<file path="config.mk">
export PLATFORM = sky130hd
export DESIGN_NAME = grid_step_sequencer
export DESIGN_NICKNAME = d
export VERILOG_FILES = /design/src/rtl/grid_step_sequencer.sv
export SDC_FILE = /design/constraint.sdc
export NUM_CORES = 1
export LEC_CHECK = 0
export BUFFER_PORTS_ARGS = -buffer_cell sky130_fd_sc_hd__buf_2
export CORE_UTILIZATION = 48
export CTS_CLUSTER_DIAMETER = 100
export CTS_CLUSTER_SIZE = 12
export DETAILED_ROUTE_END_ITERATION = 8
export PLACE_DENSITY = 0.73
export SLEW_MARGIN = 10
export SYNTH_ARGS = -nofsm -noshare
export SYNTH_HDL_FRONTEND = slang
export SYNTH_SLANG_ARGS = --single-unit
</file>
<file path="constraint.sdc">
create_clock -name clk -period 2.8 [get_ports clk]
set_input_delay 0.14 -clock clk [delete_from_list [all_inputs] [get_ports clk]]
set_output_delay 0.14 -clock clk [all_outputs]
set_load 0.01 [all_outputs]
</file>
<file path="src/rtl/grid_step_sequencer.sv">
// -----------------------------------------------------------------------------
// grid_step_sequencer
//
// Central timestep synchroniser for the heat-grid column engines. It holds the
// columns in reset during initialisation and then gathers one completion pulse
// from every active column. When all active columns are done it counts the
// timestep and, if running, launches the next one with a single global start
// pulse.
//
// Optional feature macro: GRID_STEP_WATCHDOG_EN
//   Adds parameter WDOG_CYCLES and output stall. The watchdog aborts to DONE
//   when COLLECT sees no done pulse for WDOG_CYCLES cycles.
//
// Ports:
//   clk         system clock
//   reset       synchronous, active-high reset
//   init_req    one-cycle pulse: (re)initialise the grid and start sequencing
//   run         level: 1 = advance timesteps, 0 = pause at next step boundary
//   num_active  active column count (0 -> 1, > NUM_COLS -> NUM_COLS), latched at init
//   iter_limit  timesteps to run, 0 = unlimited, latched at init
//   col_done    per-column one-cycle timestep-finished pulses
//   col_reset   reset to all column engines (high in INIT)
//   col_start   one-cycle global start pulse
//   iter_count  completed timesteps since the last init
//   busy        high in INIT, COLLECT, ISSUE and HOLD
//   halted      high in DONE
//   overrun     sticky: a done pulse arrived while it could not be used
//   stall       (watchdog build only) sticky: COLLECT timed out
// -----------------------------------------------------------------------------
module grid_step_sequencer #(
   parameter int NUM_COLS    = 32,
   parameter int COL_W       = 8,
   parameter int ITER_W      = 32,
   parameter int INIT_CYCLES = 4
`ifdef GRID_STEP_WATCHDOG_EN
   ,parameter int WDOG_CYCLES = 65535
`endif
) (
   input  logic                clk,
   input  logic                reset,
   input  logic                init_req,
   input  logic                run,
   input  logic [COL_W-1:0]    num_active,
   input  logic [ITER_W-1:0]   iter_limit,
   input  logic [NUM_COLS-1:0] col_done,
   output logic                col_reset,
   output logic                col_start,
   output logic [ITER_W-1:0]   iter_count,
   output logic                busy,
   output logic                halted,
   output logic                overrun
`ifdef GRID_STEP_WATCHDOG_EN
   ,output logic               stall
`endif
);

   typedef enum logic [2:0] {
      S_IDLE    = 3'd0,
      S_INIT    = 3'd1,
      S_COLLECT = 3'd2,
      S_HOLD    = 3'd3,
      S_ISSUE   = 3'd4,
      S_DONE    = 3'd5
   } state_t;

   localparam int INIT_W = (INIT_CYCLES > 1) ? $clog2(INIT_CYCLES) : 1;
   localparam logic [INIT_W-1:0]   INIT_LAST = INIT_W'(INIT_CYCLES - 1);
   localparam logic [INIT_W-1:0]   INIT_ONE  = INIT_W'(1);
   localparam logic [ITER_W-1:0]   ITER_ZERO = {ITER_W{1'b0}};
   localparam logic [ITER_W-1:0]   ITER_ONE  = ITER_W'(1);
   localparam logic [NUM_COLS-1:0] COLS_ZERO = {NUM_COLS{1'b0}};

   // Map the requested column count onto 1..NUM_COLS.
   function automatic int clamp_active(input logic [COL_W-1:0] n);
      int v;
      v = int'(n);
      if (v == 32'sd0) begin
         return 32'sd1;
      end else if (v > NUM_COLS) begin
         return NUM_COLS;
      end else begin
         return v;
      end
   endfunction

   // Thermometer mask: bit i set iff i < active.
   function automatic logic [NUM_COLS-1:0] build_mask(input int active);
      logic [NUM_COLS-1:0] m;
      m = COLS_ZERO;
      for (int i = 32'sd0; i < NUM_COLS; i++) begin
         if (i < active) begin
            m[i] = 1'b1;
         end else begin
            m[i] = 1'b0;
         end
      end
      return m;
   endfunction

   state_t              state_r;
   state_t              state_next_s;
   logic [INIT_W-1:0]   init_cnt_r;
   logic [NUM_COLS-1:0] seen_r;
   logic [NUM_COLS-1:0] mask_r;
   logic [ITER_W-1:0]   limit_r;
   logic [ITER_W-1:0]   iter_count_r;
   logic                overrun_r;

   logic                col_reset_r;
   logic                col_start_r;
   logic                busy_r;
   logic                halted_r;
   logic                col_reset_next_s;
   logic                col_start_next_s;
   logic                busy_next_s;
   logic                halted_next_s;

   logic [NUM_COLS-1:0] seen_merge_s;
   logic                complete_s;
   logic [ITER_W-1:0]   iter_inc_s;
   logic                last_step_s;
   logic                wdog_expire_s;

   // The current cycle's pulses count toward completion, so a step can finish
   // on the same cycle its last column reports.
   assign seen_merge_s = (seen_r | col_done) & mask_r;
   assign complete_s   = (state_r == S_COLLECT) && (seen_merge_s == mask_r);
   assign iter_inc_s   = iter_count_r + ITER_ONE;
   assign last_step_s  = (limit_r != ITER_ZERO) && (iter_inc_s == limit_r);

`ifdef GRID_STEP_WATCHDOG_EN
   localparam int WDOG_W = $clog2(WDOG_CYCLES + 1);
   localparam logic [WDOG_W-1:0] WDOG_LAST = WDOG_W'(WDOG_CYCLES - 1);
   localparam logic [WDOG_W-1:0] WDOG_ONE  = WDOG_W'(1);

   logic [WDOG_W-1:0] wdog_cnt_r;
   logic              stall_r;

   // Expires on the WDOG_CYCLES-th consecutive quiet COLLECT cycle; a step
   // completing on that same cycle takes priority.
   assign wdog_expire_s = (state_r == S_COLLECT) && !complete_s &&
                          (col_done == COLS_ZERO) && (wdog_cnt_r == WDOG_LAST);

   // Watchdog counter and sticky stall flag.
   always_ff @(posedge clk) begin
      if (reset) begin
         wdog_cnt_r <= {WDOG_W{1'b0}};
         stall_r    <= 1'b0;
      end else if (init_req) begin
         wdog_cnt_r <= {WDOG_W{1'b0}};
         stall_r    <= 1'b0;
      end else begin
         if ((state_r != S_COLLECT) || (col_done != COLS_ZERO)) begin
            wdog_cnt_r <= {WDOG_W{1'b0}};
         end else begin
            wdog_cnt_r <= wdog_cnt_r + WDOG_ONE;
         end
         if (wdog_expire_s) begin
            stall_r <= 1'b1;
         end else begin
            stall_r <= stall_r;
         end
      end
   end

   assign stall = stall_r;
`else
   assign wdog_expire_s = 1'b0;
`endif

   // State register.
   always_ff @(posedge clk) begin
      if (reset) begin
         state_r <= S_IDLE;
      end else begin
         state_r <= state_next_s;
      end
   end

   // Next-state logic; init_req overrides every state.
   always_comb begin
      state_next_s = state_r;
      if (init_req) begin
         state_next_s = S_INIT;
      end else begin
         case (state_r)
            S_IDLE: begin
               state_next_s = S_IDLE;
            end
            S_INIT: begin
               if (init_cnt_r == INIT_LAST) begin
                  state_next_s = S_COLLECT;
               end else begin
                  state_next_s = S_INIT;
               end
            end
            S_COLLECT: begin
               if (complete_s) begin
                  if (last_step_s) begin
                     state_next_s = S_DONE;
                  end else if (run) begin
                     state_next_s = S_ISSUE;
                  end else begin
                     state_next_s = S_HOLD;
                  end
               end else if (wdog_expire_s) begin
                  state_next_s = S_DONE;
               end else begin
                  state_next_s = S_COLLECT;
               end
            end
            S_HOLD: begin
               if (run) begin
                  state_next_s = S_ISSUE;
               end else begin
                  state_next_s = S_HOLD;
               end
            end
            S_ISSUE: begin
               state_next_s = S_COLLECT;
            end
            S_DONE: begin
               state_next_s = S_DONE;
            end
            default: begin
               state_next_s = S_IDLE;
            end
         endcase
      end
   end

   // Output decode from the next state so the registered outputs line up with
   // the state they describe.
   always_comb begin
      col_reset_next_s = 1'b0;
      col_start_next_s = 1'b0;
      busy_next_s      = 1'b0;
      halted_next_s    = 1'b0;
      case (state_next_s)
         S_INIT: begin
            col_reset_next_s = 1'b1;
            busy_next_s      = 1'b1;
         end
         S_COLLECT, S_HOLD: begin
            busy_next_s      = 1'b1;
         end
         S_ISSUE: begin
            col_start_next_s = 1'b1;
            busy_next_s      = 1'b1;
         end
         S_DONE: begin
            halted_next_s    = 1'b1;
         end
         default: begin
            col_reset_next_s = 1'b0;
            col_start_next_s = 1'b0;
            busy_next_s      = 1'b0;
            halted_next_s    = 1'b0;
         end
      endcase
   end

   // Output registers.
   always_ff @(posedge clk) begin
      if (reset) begin
         col_reset_r <= 1'b0;
         col_start_r <= 1'b0;
         busy_r      <= 1'b0;
         halted_r    <= 1'b0;
      end else begin
         col_reset_r <= col_reset_next_s;
         col_start_r <= col_start_next_s;
         busy_r      <= busy_next_s;
         halted_r    <= halted_next_s;
      end
   end

   // Configuration latch, init timer, seen vector, step counter and overrun.
   always_ff @(posedge clk) begin
      if (reset) begin
         mask_r       <= COLS_ZERO;
         limit_r      <= ITER_ZERO;
         init_cnt_r   <= {INIT_W{1'b0}};
         seen_r       <= COLS_ZERO;
         iter_count_r <= ITER_ZERO;
         overrun_r    <= 1'b0;
      end else if (init_req) begin
         mask_r       <= build_mask(clamp_active(num_active));
         limit_r      <= iter_limit;
         init_cnt_r   <= {INIT_W{1'b0}};
         seen_r       <= COLS_ZERO;
         iter_count_r <= ITER_ZERO;
         overrun_r    <= 1'b0;
      end else begin
         case (state_r)
            S_INIT: begin
               init_cnt_r <= init_cnt_r + INIT_ONE;
            end
            S_COLLECT: begin
               if (complete_s) begin
                  iter_count_r <= iter_inc_s;
                  seen_r       <= COLS_ZERO;
               end else begin
                  seen_r       <= seen_merge_s;
               end
            end
            // Pulses outside COLLECT cannot belong to the current step.
            S_HOLD, S_ISSUE, S_DONE: begin
               if (col_done != COLS_ZERO) begin
                  overrun_r <= 1'b1;
               end else begin
                  overrun_r <= overrun_r;
               end
            end
            default: begin
               seen_r <= seen_r;
            end
         endcase
      end
   end

   assign col_reset  = col_reset_r;
   assign col_start  = col_start_r;
   assign busy       = busy_r;
   assign halted     = halted_r;
   assign iter_count = iter_count_r;
   assign overrun    = overrun_r;

endmodule
</file>
==> flow_summary.yaml <==
drt:
  routedWlPerCell_um: 17.6
  via_per_inst: 5.86
  route.vias.total: 7424
  dr.pass1.iters: 6
  drc: 0
  ant_nets: 0
  totalWireLength_um: 22200
  drtIter0Drc: 704
floorplan:
  ios: 113
  fp.coreArea_mm2: 0.0140
  die-area_mm2: 0.0149
  floorplan.initialDensity_pct: 49.4
  rows: 43
  die_x_um: 122
  die-height_um: 122
critical_path:
  worstRegToRegCells: 10
  timing.rr.end: "busy"
  worstPathRequired_ns: 3.14
  startpoint: "iter_count[0]"
  reg2reg_slack_ns: -0.26
  path_class: "reg -> reg"
  start_kind: "register"
  critical_path.cell_chain: "buf_4, nand4_1, or3_1, or4_1, a32oi_1, o2111a_1, nand4_1, or4_4, nor2b_4, o32ai_2"
  end_kind: "register"
  slowest_delay_ns: 0.52
  cp-endpoint: "busy"
  worst_r2r_startpoint: "iter_count[0]"
  crit_arrival_ns: 3.39
  path_common_cell: "nand4_1"
  crit_fanout: 6
  slowest_stage: "or4_1"
global_route:
  grt_pass1_vias: 6935
  grt_pass1_wl_um: 35000
  gr-total-overflow: 0
  antenna_found_initial: 0
  grt_usage_pct: 30.6
  grt_max_degree: 68
place:
  dpl.hpwl_um: 15100
  globalplace.congestion: 0.944
  io_buffers: 112
  preCtsSetupSlack_ns: -0.224
  dpl_cell_area_mm2: 0.00833
min_path:
  hp-class: "in -> reg"
timing:
  fin_ws_ns: -0.256
  finalSetupViolCount: 7
  whs_ns: 0.0423
  finalHoldViolCount: 0
  worstMarginPinSlew_ns: 0.949
  timing.fmax_mhz: 327
  slew_violations: 0
  slew_headroom_pct: 36.2
  post-route-min-period_ns: 3.06
  post-route-period-util_pct: 109
  clock_skew_ns: 0.00847
  rsz0062_at_grt: "true"
logic_synthesis:
  synthesis.area_mm2: 0.00691
  synth_edf_count: 0
  ys.flop_type: "dfxtp_1"
  syn-num-nets: 931
  async_flop_share_pct: 0
  syn-instance-count: 853
  yosysWarnings: 0
  ys_ff_latch: 138
  synth_cell_types: 65
  yosysSeqAreaShare_pct: 40.0
  synth.avg_cell_area_um2: 8.11
power_and_ir_drop:
  vdd_ir_drop_max_uv: 488
  switchingPower_mw: 1.20
  swShare_pct: 23.2
  p_per_area_mw_per_mm2: 549
  seqPwrFrac_pct: 40.4
  combPwrFrac_pct: 9.3
  leakagePower_nw: 4.01
  intPower_mw: 3.97
  pwr-share-clk_pct: 50.3
clocking:
  clk_latency_ns: 0.43
  cts_tree: "done"
  path_clk_slew_ns: 0.06
  htreeDepth: 4
  clockBufferDepth: 2
  root_buffer: "clkbuf_16"
  cts-buffers-inserted: 17
  clock-sinks: 138
layout:
  drive_above_1_share_pct: 27.8
  nNetsFinal: 1151
  final_cell_mix: "dfxtp_1, nor2_1, buf_4, buf_2, a21oi_1"
  area_growth_pct: 36.3
  final_common_cell: "dfxtp_1"
  nFillCells: 1159
  diodes: 0
  seq_area_mm2: 0.00278
  final_area_mm2: 0.00942
  multi_input_area_mm2: 0.00393
run_status:
  status: "complete, but fails checks"
  violations: "negative setup slack"
run:
  cap_violations: 0
## Yosys cell counts, drive strengths merged, types with 6 or more instances
| cell | n | share of area [%] |
|---|---|---|
| a22oi | 14 | 1.5 |
| nor2b | 8 | 0.83 |
| nor3 | 50 | 3.6 |
| nand2 | 43 | 2.3 |
| buf | 12 | 1.0 |
| dfxtp | 138 | 40 |
| nor3b | 6 | 0.65 |
| o21ai | 24 | 1.7 |
| mux2i | 34 | 4.9 |
| a211oi | 13 | 1.4 |
| nor4 | 28 | 3.0 |
| nand3 | 24 | 1.7 |
| xnor2 | 31 | 3.9 |
| a31oi | 6 | 0.54 |
| inv | 12 | 0.65 |
| nor2 | 124 | 6.7 |
| or3 | 14 | 1.3 |
| clkbuf | 49 | 2.7 |
| a21oi | 97 | 7.0 |
| a21o | 6 | 0.65 |
| and3 | 6 | 0.54 |
| xor2 | 27 | 3.4 |
| nand4 | 26 | 2.6 |
| and2 | 7 | 0.63 |
## cell type report
class | instances | share of cell area, %
Multi-Input combinational cell | 642 | 41.7
Tap cell | 180 | 2.39
Inverter | 12 | 0.478
Clock inverter | 12 | 2.32
Clock buffer | 20 | 4.85
Timing Repair Buffer | 262 | 18.8
Sequential cell | 138 | 29.5
## worst min-delay path by stage
stage | startpoint | endpoint | slack, ns | cells after the start
finish | col_done[31] | seen_r[31] | 0.04 | 3
global route | col_done[29] | seen_r[29] | 0.05 | 3
CTS | col_done[31] | seen_r[31] | 0.03 | 3
detailed placement | iter_limit[23] | limit_r[23] | 0.38 | 3
global placement | iter_limit[14] | limit_r[14] | 0.37 | 3
floorplan | iter_limit[28] | limit_r[28] | 0.29 | 2
## power by group through the flow
stage          clock network (mW)  registers, mW  logic, mW
2_1_floorplan                   0           2.12      0.234
4_1_cts                      2.61           2.09      0.470
5_1_grt                      2.69           2.10      0.522
6_report                     2.60           2.09      0.483
3_3_place_gp                    0           2.13      0.423
3_5_place_dp                    0           2.13      0.427
## layer usage
layer | vias up | track usage (%) | wire length [um]
met2 | 367 | 46.9 | 10100
met4 | 0 | 14.2 | 632
li1 | 3513 | - | -
met1 | 3482 | 40.3 | 9580
met3 | 62 | 7.72 | 1970
met5 | - | 0 | 0
## worst max-delay path, delay by kind of cell (launching register included)
family                 cells  cell delay [ns]
AND/OR/NAND/NOR            6             1.82
AO/OA/AOI/OAI              3             0.67
flip-flops                 1             0.36
buffers and inverters      1             0.14
## timing repair
action                                 CTS  global route
endpoints found under the hold margin   32             0
gates resized for setup                  7             9
setup endpoints to repair               10            10
hold buffers                            32             0
pin swaps                                5             1
buffers inserted                         2             2
## through the flow
step / utilization (%) / TNS, ns / total power [mW] / instances
3_3_place_gp: 59.6 / -0.270 / 2.55 / 1198
3_5_place_dp: 59.6 / -0.974 / 2.56 / 1198
5_1_grt: 67.4 / -1.87 / 5.31 / 1266
6_report: 67.4 / -1.14 / 5.17 / 1266
2_1_floorplan: - / -0.185 / 2.35 / 853
4_1_cts: 67.1 / -0.529 / 5.17 / 1264
## sequential cells by signal (all words and copies together) (netlist names)
| name | flops |
|---|---|
| state_r | 3 |
| busy | 1 |
| seen_r | 32 |
| limit_r | 32 |
| init_cnt_r | 2 |
| col_reset | 1 |
| overrun | 1 |
| halted | 1 |
| col_start | 1 |
| mask_r | 32 |
| iter_count | 32 |
## logic make-up (layout without fill, tap and decap cells)
family	count (synthesis)	after routing	synth area share, %
AO/OA/AOI/OAI	191	191	16.8
AND/OR/NAND/NOR	357	357	26.3
XOR/XNOR	58	58	7.35
multiplexers	34	34	4.92
adder cells (fa/ha/maj)	2	2	0.362
flip-flops	138	138	40.0
buffers and inverters	73	306	4.31
Power figures use the tool's default switching activity.
